### config.mk
export PLATFORM = sky130hd
export DESIGN_NAME = ap_ctrl_sequencer
export DESIGN_NICKNAME = d
export VERILOG_FILES = /design/src/rtl/ap_seq_pkg.sv /design/src/rtl/ap_seq_lfsr.sv /design/src/rtl/ap_ctrl_sequencer.sv
export SDC_FILE = /design/constraint.sdc
export NUM_CORES = 1
export LEC_CHECK = 0
export CAP_MARGIN = 20
export CORE_MARGIN = 1.5
export CORE_UTILIZATION = 50
export CTS_CLUSTER_SIZE = 10
export DETAILED_ROUTE_END_ITERATION = 7
export PLACE_DENSITY = 0.77
export SLEW_MARGIN = 20
export SYNTH_ARGS = -nofsm -noshare
export SYNTH_HDL_FRONTEND = slang
export SYNTH_SLANG_ARGS = --single-unit
### constraint.sdc
create_clock -name clock -period 9.74 [get_ports clock]
set_clock_uncertainty 0.2 [all_clocks]
set_input_delay 1.461 -clock clock [delete_from_list [all_inputs] [get_ports clock]]
set_output_delay 1.461 -clock clock [all_outputs]
set_load 0.02 [all_outputs]
### src/rtl/ap_seq_pkg.sv
// ---------------------------------------------------------------------------
// ap_seq_pkg
// Shared definitions for the ap_ctrl_hs test sequencer:
//   - ap_seq_state_e : sequencer FSM states
//   - LFSR_TAPS      : feedback mask for the 16-bit Fibonacci LFSR
//                      (taps 16,14,13,11 -> state bits 15,13,12,10)
//   - DEFAULT_SEED / DEFAULT_TIMEOUT_CYC : parameter defaults
//   - sum9()         : expected DUT result, 9-bit two's complement sum
//   - sat_inc16()    : saturating result-counter increment
// ---------------------------------------------------------------------------
package ap_seq_pkg;

  typedef enum logic [1:0] {
    ST_IDLE      = 2'd0,
    ST_START     = 2'd1,
    ST_WAIT_DONE = 2'd2,
    ST_DONE      = 2'd3
  } ap_seq_state_e;

  localparam logic [15:0] LFSR_TAPS           = 16'hB400;
  localparam logic [15:0] DEFAULT_SEED        = 16'hACE1;
  localparam int          DEFAULT_TIMEOUT_CYC = 256;

  // Sign-extend both operands to 9 bits and add; the 9-bit result cannot
  // overflow for 8-bit signed inputs, so plain wrap is exact.
  function automatic logic [8:0] sum9(input logic [7:0] a, input logic [7:0] b);
    return {a[7], a} + {b[7], b};
  endfunction

  function automatic logic [15:0] sat_inc16(input logic [15:0] v);
    return (v == 16'hFFFF) ? v : v + 16'd1;
  endfunction

endpackage

### src/rtl/ap_seq_lfsr.sv
// ---------------------------------------------------------------------------
// ap_seq_lfsr
// 16-bit Fibonacci LFSR, shifts left and inserts the XOR of the tapped bits
// at bit 0. Steps once per cycle that advance is high.
// Ports:
//   clock   : rising-edge clock
//   reset   : asynchronous active-low reset, loads SEED
//   advance : step the register this cycle
//   state   : current LFSR contents
// ---------------------------------------------------------------------------
module ap_seq_lfsr
  import ap_seq_pkg::*;
#(
  parameter logic [15:0] SEED = DEFAULT_SEED
) (
  input  logic        clock,
  input  logic        reset,
  input  logic        advance,
  output logic [15:0] state
);

  always_ff @(posedge clock or negedge reset) begin
    if (!reset) begin
      state <= SEED;
    end else if (advance) begin
      state <= {state[14:0], ^(state & LFSR_TAPS)};
    end
  end

endmodule

### src/rtl/ap_ctrl_sequencer.sv
// ---------------------------------------------------------------------------
// ap_ctrl_sequencer
// Issues NUM_TRANS add transactions to a DUT over an ap_ctrl_hs handshake,
// using LFSR-generated signed operands, checks each 9-bit result and keeps
// pass/fail tallies. Raises finish once all transactions are done or a wait
// times out.
//
// Handshake: ap_start is held high with op_a/op_b stable until a cycle in
// which ap_ready is also high; that cycle transfers the operands. ap_done
// marks dut_sum valid for the single outstanding transaction and may arrive
// in the transfer cycle itself (zero-latency DUT) or any later cycle.
//
// Ports:
//   clock, reset          : clock, async active-low reset
//   enable                : allows new transactions to be issued
//   ap_start/ap_ready     : start handshake towards the DUT
//   ap_done, dut_sum      : DUT result return
//   op_a, op_b            : signed operands (LFSR high/low byte)
//   finish                : run complete (sticky until reset)
//   pass_count/fail_count : saturating result tallies
//   timeout_err           : sticky, a wait exceeded TIMEOUT_CYC
//   protocol_err          : sticky, ap_done with nothing outstanding
//   state_dbg             : current FSM state
// ---------------------------------------------------------------------------
module ap_ctrl_sequencer
  import ap_seq_pkg::*;
#(
  parameter int          NUM_TRANS   = 16,
  parameter int          TIMEOUT_CYC = DEFAULT_TIMEOUT_CYC,
  parameter logic [15:0] SEED        = DEFAULT_SEED
) (
  input  logic          clock,
  input  logic          reset,
  input  logic          enable,
  output logic          ap_start,
  input  logic          ap_ready,
  input  logic          ap_done,
  output logic [7:0]    op_a,
  output logic [7:0]    op_b,
  input  logic [8:0]    dut_sum,
  output logic          finish,
  output logic [15:0]   pass_count,
  output logic [15:0]   fail_count,
  output logic          timeout_err,
  output logic          protocol_err,
  output ap_seq_state_e state_dbg
);

  localparam int          WCW          = (TIMEOUT_CYC < 2) ? 1 : $clog2(TIMEOUT_CYC + 1);
  localparam logic [WCW-1:0] WAIT_LAST = WCW'(TIMEOUT_CYC - 1);
  localparam logic [15:0] ISSUE_TARGET = 16'(NUM_TRANS);

  ap_seq_state_e  fsm_state;
  logic [15:0]    issued;
  logic [WCW-1:0] wait_cnt;
  logic [8:0]     exp_sum;
  logic [15:0]    lfsr_state;
  logic           lfsr_advance;
  logic [8:0]     cmp_ref;
  logic           result_match;

  assign state_dbg = fsm_state;
  assign op_a      = lfsr_state[15:8];
  assign op_b      = lfsr_state[7:0];

  // Operands move on only once the DUT has taken them.
  assign lfsr_advance = (fsm_state == ST_START) && ap_start && ap_ready;

  ap_seq_lfsr #(
    .SEED (SEED)
  ) u_lfsr (
    .clock   (clock),
    .reset   (reset),
    .advance (lfsr_advance),
    .state   (lfsr_state)
  );

  // A zero-latency result arrives before exp_sum is written, so it is
  // checked against the operands still on op_a/op_b.
  always_comb begin
    cmp_ref = exp_sum;
    if (fsm_state == ST_START) begin
      cmp_ref = sum9(op_a, op_b);
    end
  end

  assign result_match = (dut_sum == cmp_ref);

  always_ff @(posedge clock or negedge reset) begin
    if (!reset) begin
      fsm_state    <= ST_IDLE;
      ap_start     <= 1'b0;
      finish       <= 1'b0;
      pass_count   <= '0;
      fail_count   <= '0;
      timeout_err  <= 1'b0;
      protocol_err <= 1'b0;
      issued       <= '0;
      wait_cnt     <= '0;
      exp_sum      <= '0;
    end else begin
      case (fsm_state)
        ST_IDLE: begin
          if (ap_done) begin
            protocol_err <= 1'b1;
          end
          if (issued == ISSUE_TARGET) begin
            fsm_state <= ST_DONE;
            finish    <= 1'b1;
          end else if (enable) begin
            fsm_state <= ST_START;
            ap_start  <= 1'b1;
            wait_cnt  <= '0;
          end
        end

        ST_START: begin
          if (ap_ready) begin
            issued   <= issued + 16'd1;
            ap_start <= 1'b0;
            wait_cnt <= '0;
            if (ap_done) begin
              if (result_match) pass_count <= sat_inc16(pass_count);
              else              fail_count <= sat_inc16(fail_count);
              fsm_state <= ST_IDLE;
            end else begin
              exp_sum   <= sum9(op_a, op_b);
              fsm_state <= ST_WAIT_DONE;
            end
          end else if (wait_cnt == WAIT_LAST) begin
            wait_cnt    <= wait_cnt + WCW'(1);
            timeout_err <= 1'b1;
            ap_start    <= 1'b0;
            finish      <= 1'b1;
            fsm_state   <= ST_DONE;
          end else begin
            wait_cnt <= wait_cnt + WCW'(1);
          end
        end

        ST_WAIT_DONE: begin
          if (ap_done) begin
            if (result_match) pass_count <= sat_inc16(pass_count);
            else              fail_count <= sat_inc16(fail_count);
            fsm_state <= ST_IDLE;
          end else if (wait_cnt == WAIT_LAST) begin
            wait_cnt    <= wait_cnt + WCW'(1);
            timeout_err <= 1'b1;
            finish      <= 1'b1;
            fsm_state   <= ST_DONE;
          end else begin
            wait_cnt <= wait_cnt + WCW'(1);
          end
        end

        ST_DONE: begin
          if (ap_done) begin
            protocol_err <= 1'b1;
          end
          ap_start <= 1'b0;
          finish   <= 1'b1;
        end

        default: begin
          fsm_state <= ST_IDLE;
          ap_start  <= 1'b0;
        end
      endcase
    end
  end

endmodule

==> run_results.csv <==
group,metric,value,unit
clock_tree,clock_tree_from_tritoncts,"done",
yosys,netlist.area_leader.share,0.409,
die,design.portCount,68,
yosys,post-synth-top-area-cell,"sky130_fd_sc_hd__dfrtp_1",
yosys,dominantRegCellSynth,"sky130_fd_sc_hd__dfrtp_1",
timing,fin_tns_setup,0,ns
routing,drt_iter0_drc,174,
yosys,ys_async_sr_fraction,1.00,
yosys,post_synthesis_cell_area,0.00489,sq mm
layout,antenna-diode-count,0,
yosys,synth_edf_count,0,
power,power_density,171,mW/mm^2
setup_path,worst-endpoint-arrival,4.23,ns
routing,detailed_route_drc_error_count,0,
yosys,synth.yosys.seq_area_share,0.452,
die,initial_utilization,0.522,
run,max_cap_violations,0,
global_routing,grt_util_all_layers,0.208,
setup_path,rrSetupSlack,5.80,ns
yosys,synth.area.top_cells,"sky130_fd_sc_hd__dfrtp_1 41%, sky130_fd_sc_hd__xnor2_1 6.1%, sky130_fd_sc_hd__xor2_1 5.4%",
status,run_status,"completed",
yosys,netlist_instances,472,
clock_tree,post_cts_setup_buffers,0,
clock_tree,cts_resized,0,
placement,post-dp-hpwl,7430,um
timing,f_max,0.241,GHz
layout,n_fill_cell,820,
setup_path,worstSetupEndpointType,"register",
power,max-vdd-ir-drop,0.113,mV
timing,final.period_utilization,0.427,
yosys,synth.distinct_cells,63,
die,die_w,102,um
yosys,synthesized_nets,505,
clock_tree,cts.sinks,88,
routing,post_drt_via_cell_ratio,5.57,
layout,nNetsFinal,568,
placement,globalplace.congestion,0.839,
setup_path,worstPathRequired,9.82,ns
global_routing,grt_start_max_net_pins,59,
timing,setup_violations,0,
clock_tree,cts.clk_slew.worst_paths,0.09,ns
layout,area_growth_syn_to_layout,18.8,%
setup_path,crit_type,"input pin to register",
setup_path,cp-start-kind,"input pin",
timing,setup_slack,5.59,ns
placement,setup_ws_pre_cts,5.21,ns
timing,timing.max_slew.rel_slack,0.503,
global_routing,first_global_vias,3600,
layout,finalCoreUtilization,0.620,
clock_tree,cts.htree.levels,3,
timing,final-max-slew-violation-count,0,
global_routing,antenna_violations_before_repair,0,
placement,placedInstanceArea,0.00564,sq mm
yosys,synth-warning-count,0,
die,floorplan.core_area,0.00937,sq mm
yosys,synth_seq_cells,88,
worst_hold_path,min-delay-path-class,"register to register",
clock_tree,cts_buffers,9,
routing,drt_wl_total,10200,um
setup_path,crit_path_max_fanout,14,
timing,rsz0062_at_grt,"false",
layout,postLayoutCellArea,0.00581,sq mm
die,std_cell_rows,35,
timing,finalHoldViolations,0,
clock_tree,clock_path_buffers,2,
layout,post_route_cells_drive_above_1_share,0.113,
timing,post-route-min-period,4.15,ns
timing,tightest_slew,0.746,ns
clock_tree,cts_root_buf,"sky130_fd_sc_hd__clkbuf_8",
routing,wire_per_inst,15.3,um
clock_tree,clk-insertion-delay-late,0.36,ns
placement,numPortBuffers,67,
clock_tree,ctsHoldBuffers,0,
power,static-leakage-power,2.56,nW
power,totalPowerFinal,0.000996,W
die,die-area,0.0104,sq mm
yosys,syn_avg_cell_area,10.4,sq um
global_routing,grt-ovfl-total,0,
die,die_height,102,um
routing,drtPass1Iterations,4,
global_routing,wire_length_of_the_first_global_routing_pass,17000,um
routing,route.vias.total,3724,
routing,drt.antenna.violating_nets,0,
-- flip-flops by register name (all words and copies together), names as in the netlist --
| signal | count |
|---|---|
| fail_count | 16 |
| issued | 16 |
| pass_count | 16 |
| u_lfsr.state | 16 |
| exp_sum | 9 |
| wait_cnt | 9 |
| state_dbg | 2 |
| ap_start | 1 |
| finish | 1 |
| protocol_err | 1 |
| timeout_err | 1 |
-- power by group --
part / switching, W / internal [W]
Sequential: 0.0000429 / 0.000399
Combinational: 0.000193 / 0.000135
Clock: 0.000132 / 0.0000947
-- synth_stat cells, types with 3 or more instances --
library cell	count
sky130_fd_sc_hd__xnor2_1	34
sky130_fd_sc_hd__nand3_1	21
sky130_fd_sc_hd__nor3_1	3
sky130_fd_sc_hd__dfstp_2	8
sky130_fd_sc_hd__nor2_1	16
sky130_fd_sc_hd__ha_1	18
sky130_fd_sc_hd__o211ai_1	4
sky130_fd_sc_hd__a31oi_1	4
sky130_fd_sc_hd__buf_6	3
sky130_fd_sc_hd__a21o_1	5
sky130_fd_sc_hd__o21a_1	3
sky130_fd_sc_hd__nor4b_1	3
sky130_fd_sc_hd__a21oi_1	13
sky130_fd_sc_hd__o21ai_0	25
sky130_fd_sc_hd__nand2_1	45
sky130_fd_sc_hd__clkbuf_1	9
sky130_fd_sc_hd__inv_1	21
sky130_fd_sc_hd__o31ai_1	7
sky130_fd_sc_hd__nand2b_1	7
sky130_fd_sc_hd__mux2_2	18
sky130_fd_sc_hd__or2_2	4
sky130_fd_sc_hd__nor3_2	3
sky130_fd_sc_hd__xor2_1	30
sky130_fd_sc_hd__nor4_1	5
sky130_fd_sc_hd__and3_1	13
sky130_fd_sc_hd__nand4_1	15
sky130_fd_sc_hd__dfrtp_1	80
sky130_fd_sc_hd__nor3b_1	6
sky130_fd_sc_hd__or2b_2	3
sky130_fd_sc_hd__o2111ai_1	4
-- through the flow --
step           std cells  hold WS, ns
6_report             669        0.277
3_3_place_gp         653        0.260
2_1_floorplan        472        0.241
3_5_place_dp         653        0.254
5_1_grt              669        0.297
4_1_cts              669        0.280
-- final timing paths --
kind | from | endpoint | cells past startpoint
setup / recovery | dut_sum[6] | pass_count[9]$_DFFE_PN0P_ | 8
hold reg to reg | finish$_DFFE_PN0P_ | finish$_DFFE_PN0P_ | 1
min in group asynchronous | reset | fail_count[0]$_DFFE_PN0P_ | 1
setup reg to reg | u_lfsr.state[0]$_DFFE_PN1P_ | pass_count[9]$_DFFE_PN0P_ | 11
max in group asynchronous | reset | issued[14]$_DFFE_PN0P_ | 2
hold / removal | finish$_DFFE_PN0P_ | finish$_DFFE_PN0P_ | 1
-- cell usage in the layout (no fill, tap or decap), types with 4 or more instances in the layout --
| cell type | n |
|---|---|
| sky130_fd_sc_hd__nor3b_1 | 6 |
| sky130_fd_sc_hd__o31ai_1 | 7 |
| sky130_fd_sc_hd__nand4_1 | 15 |
| sky130_fd_sc_hd__nand2_1 | 45 |
| sky130_fd_sc_hd__xor2_1 | 30 |
| sky130_fd_sc_hd__o211ai_1 | 4 |
| sky130_fd_sc_hd__nand2b_1 | 7 |
| sky130_fd_sc_hd__xnor2_1 | 34 |
| sky130_fd_sc_hd__inv_1 | 21 |
| sky130_fd_sc_hd__clkbuf_8 | 9 |
| sky130_fd_sc_hd__a21oi_1 | 13 |
| sky130_fd_sc_hd__dfstp_2 | 8 |
| sky130_fd_sc_hd__or2_2 | 4 |
| sky130_fd_sc_hd__o21ai_0 | 25 |
| sky130_fd_sc_hd__a31oi_1 | 4 |
| sky130_fd_sc_hd__nor2_1 | 16 |
| sky130_fd_sc_hd__dfrtp_1 | 80 |
| sky130_fd_sc_hd__nor4_1 | 5 |
| sky130_fd_sc_hd__mux2_2 | 18 |
| sky130_fd_sc_hd__ha_1 | 18 |
| sky130_fd_sc_hd__and3_1 | 13 |
| sky130_fd_sc_hd__nand3_1 | 21 |
| sky130_fd_sc_hd__a21o_1 | 5 |
| sky130_fd_sc_hd__clkdlybuf4s50_1 | 66 |
| sky130_fd_sc_hd__o2111ai_1 | 4 |
-- per-layer routing --
metal  global-route usage  part of all wire  up-vias  routed length, um
li1                     -                 -     1811                  -
met1                0.279              0.47     1818               4760
met2                0.346              0.49       85               4950
met3               0.0465             0.038       10                387
met4               0.0537             0.010        0                106
met5                    0                 0        -                  0
-- worst max-delay path, cell delays in order --
cell                              delay, ns
sky130_fd_sc_hd__clkdlybuf4s50_1       0.48
sky130_fd_sc_hd__xor2_1                0.18
sky130_fd_sc_hd__o41ai_1               0.40
sky130_fd_sc_hd__o2111ai_1             0.23
sky130_fd_sc_hd__a2111oi_4             0.63
sky130_fd_sc_hd__nand3_4               0.32
sky130_fd_sc_hd__nor4_1                0.37
sky130_fd_sc_hd__xnor2_1               0.15
-- cell type report --
type / count / area (sq um) / area share
clock inverters: 5 / 41.3 / 0.00711
multi-input cells: 347 / 2510 / 0.432
inverters: 21 / 78.8 / 0.0136
clock buffers: 11 / 131 / 0.0226
well taps: 129 / 161 / 0.0278
repair buffers: 68 / 676 / 0.116
flip-flops and latches: 88 / 2210 / 0.381
-- cell families (layout without fill, tap and decap cells) --
| family | count (synthesis) | in the layout | share of synthesized area |
|---|---|---|---|
| AND/OR/NAND/NOR | 159 | 159 | 0.182 |
| flip-flops | 88 | 88 | 0.452 |
| AO/OA/AOI/OAI | 85 | 85 | 0.120 |
| XOR/XNOR | 64 | 64 | 0.115 |
| buffers and inverters | 37 | 105 | 0.0345 |
| multiplexers | 20 | 20 | 0.0455 |
| adder cells (fa/ha/maj) | 19 | 19 | 0.0502 |
No activity file was read; power rests on OpenSTA's default activity.
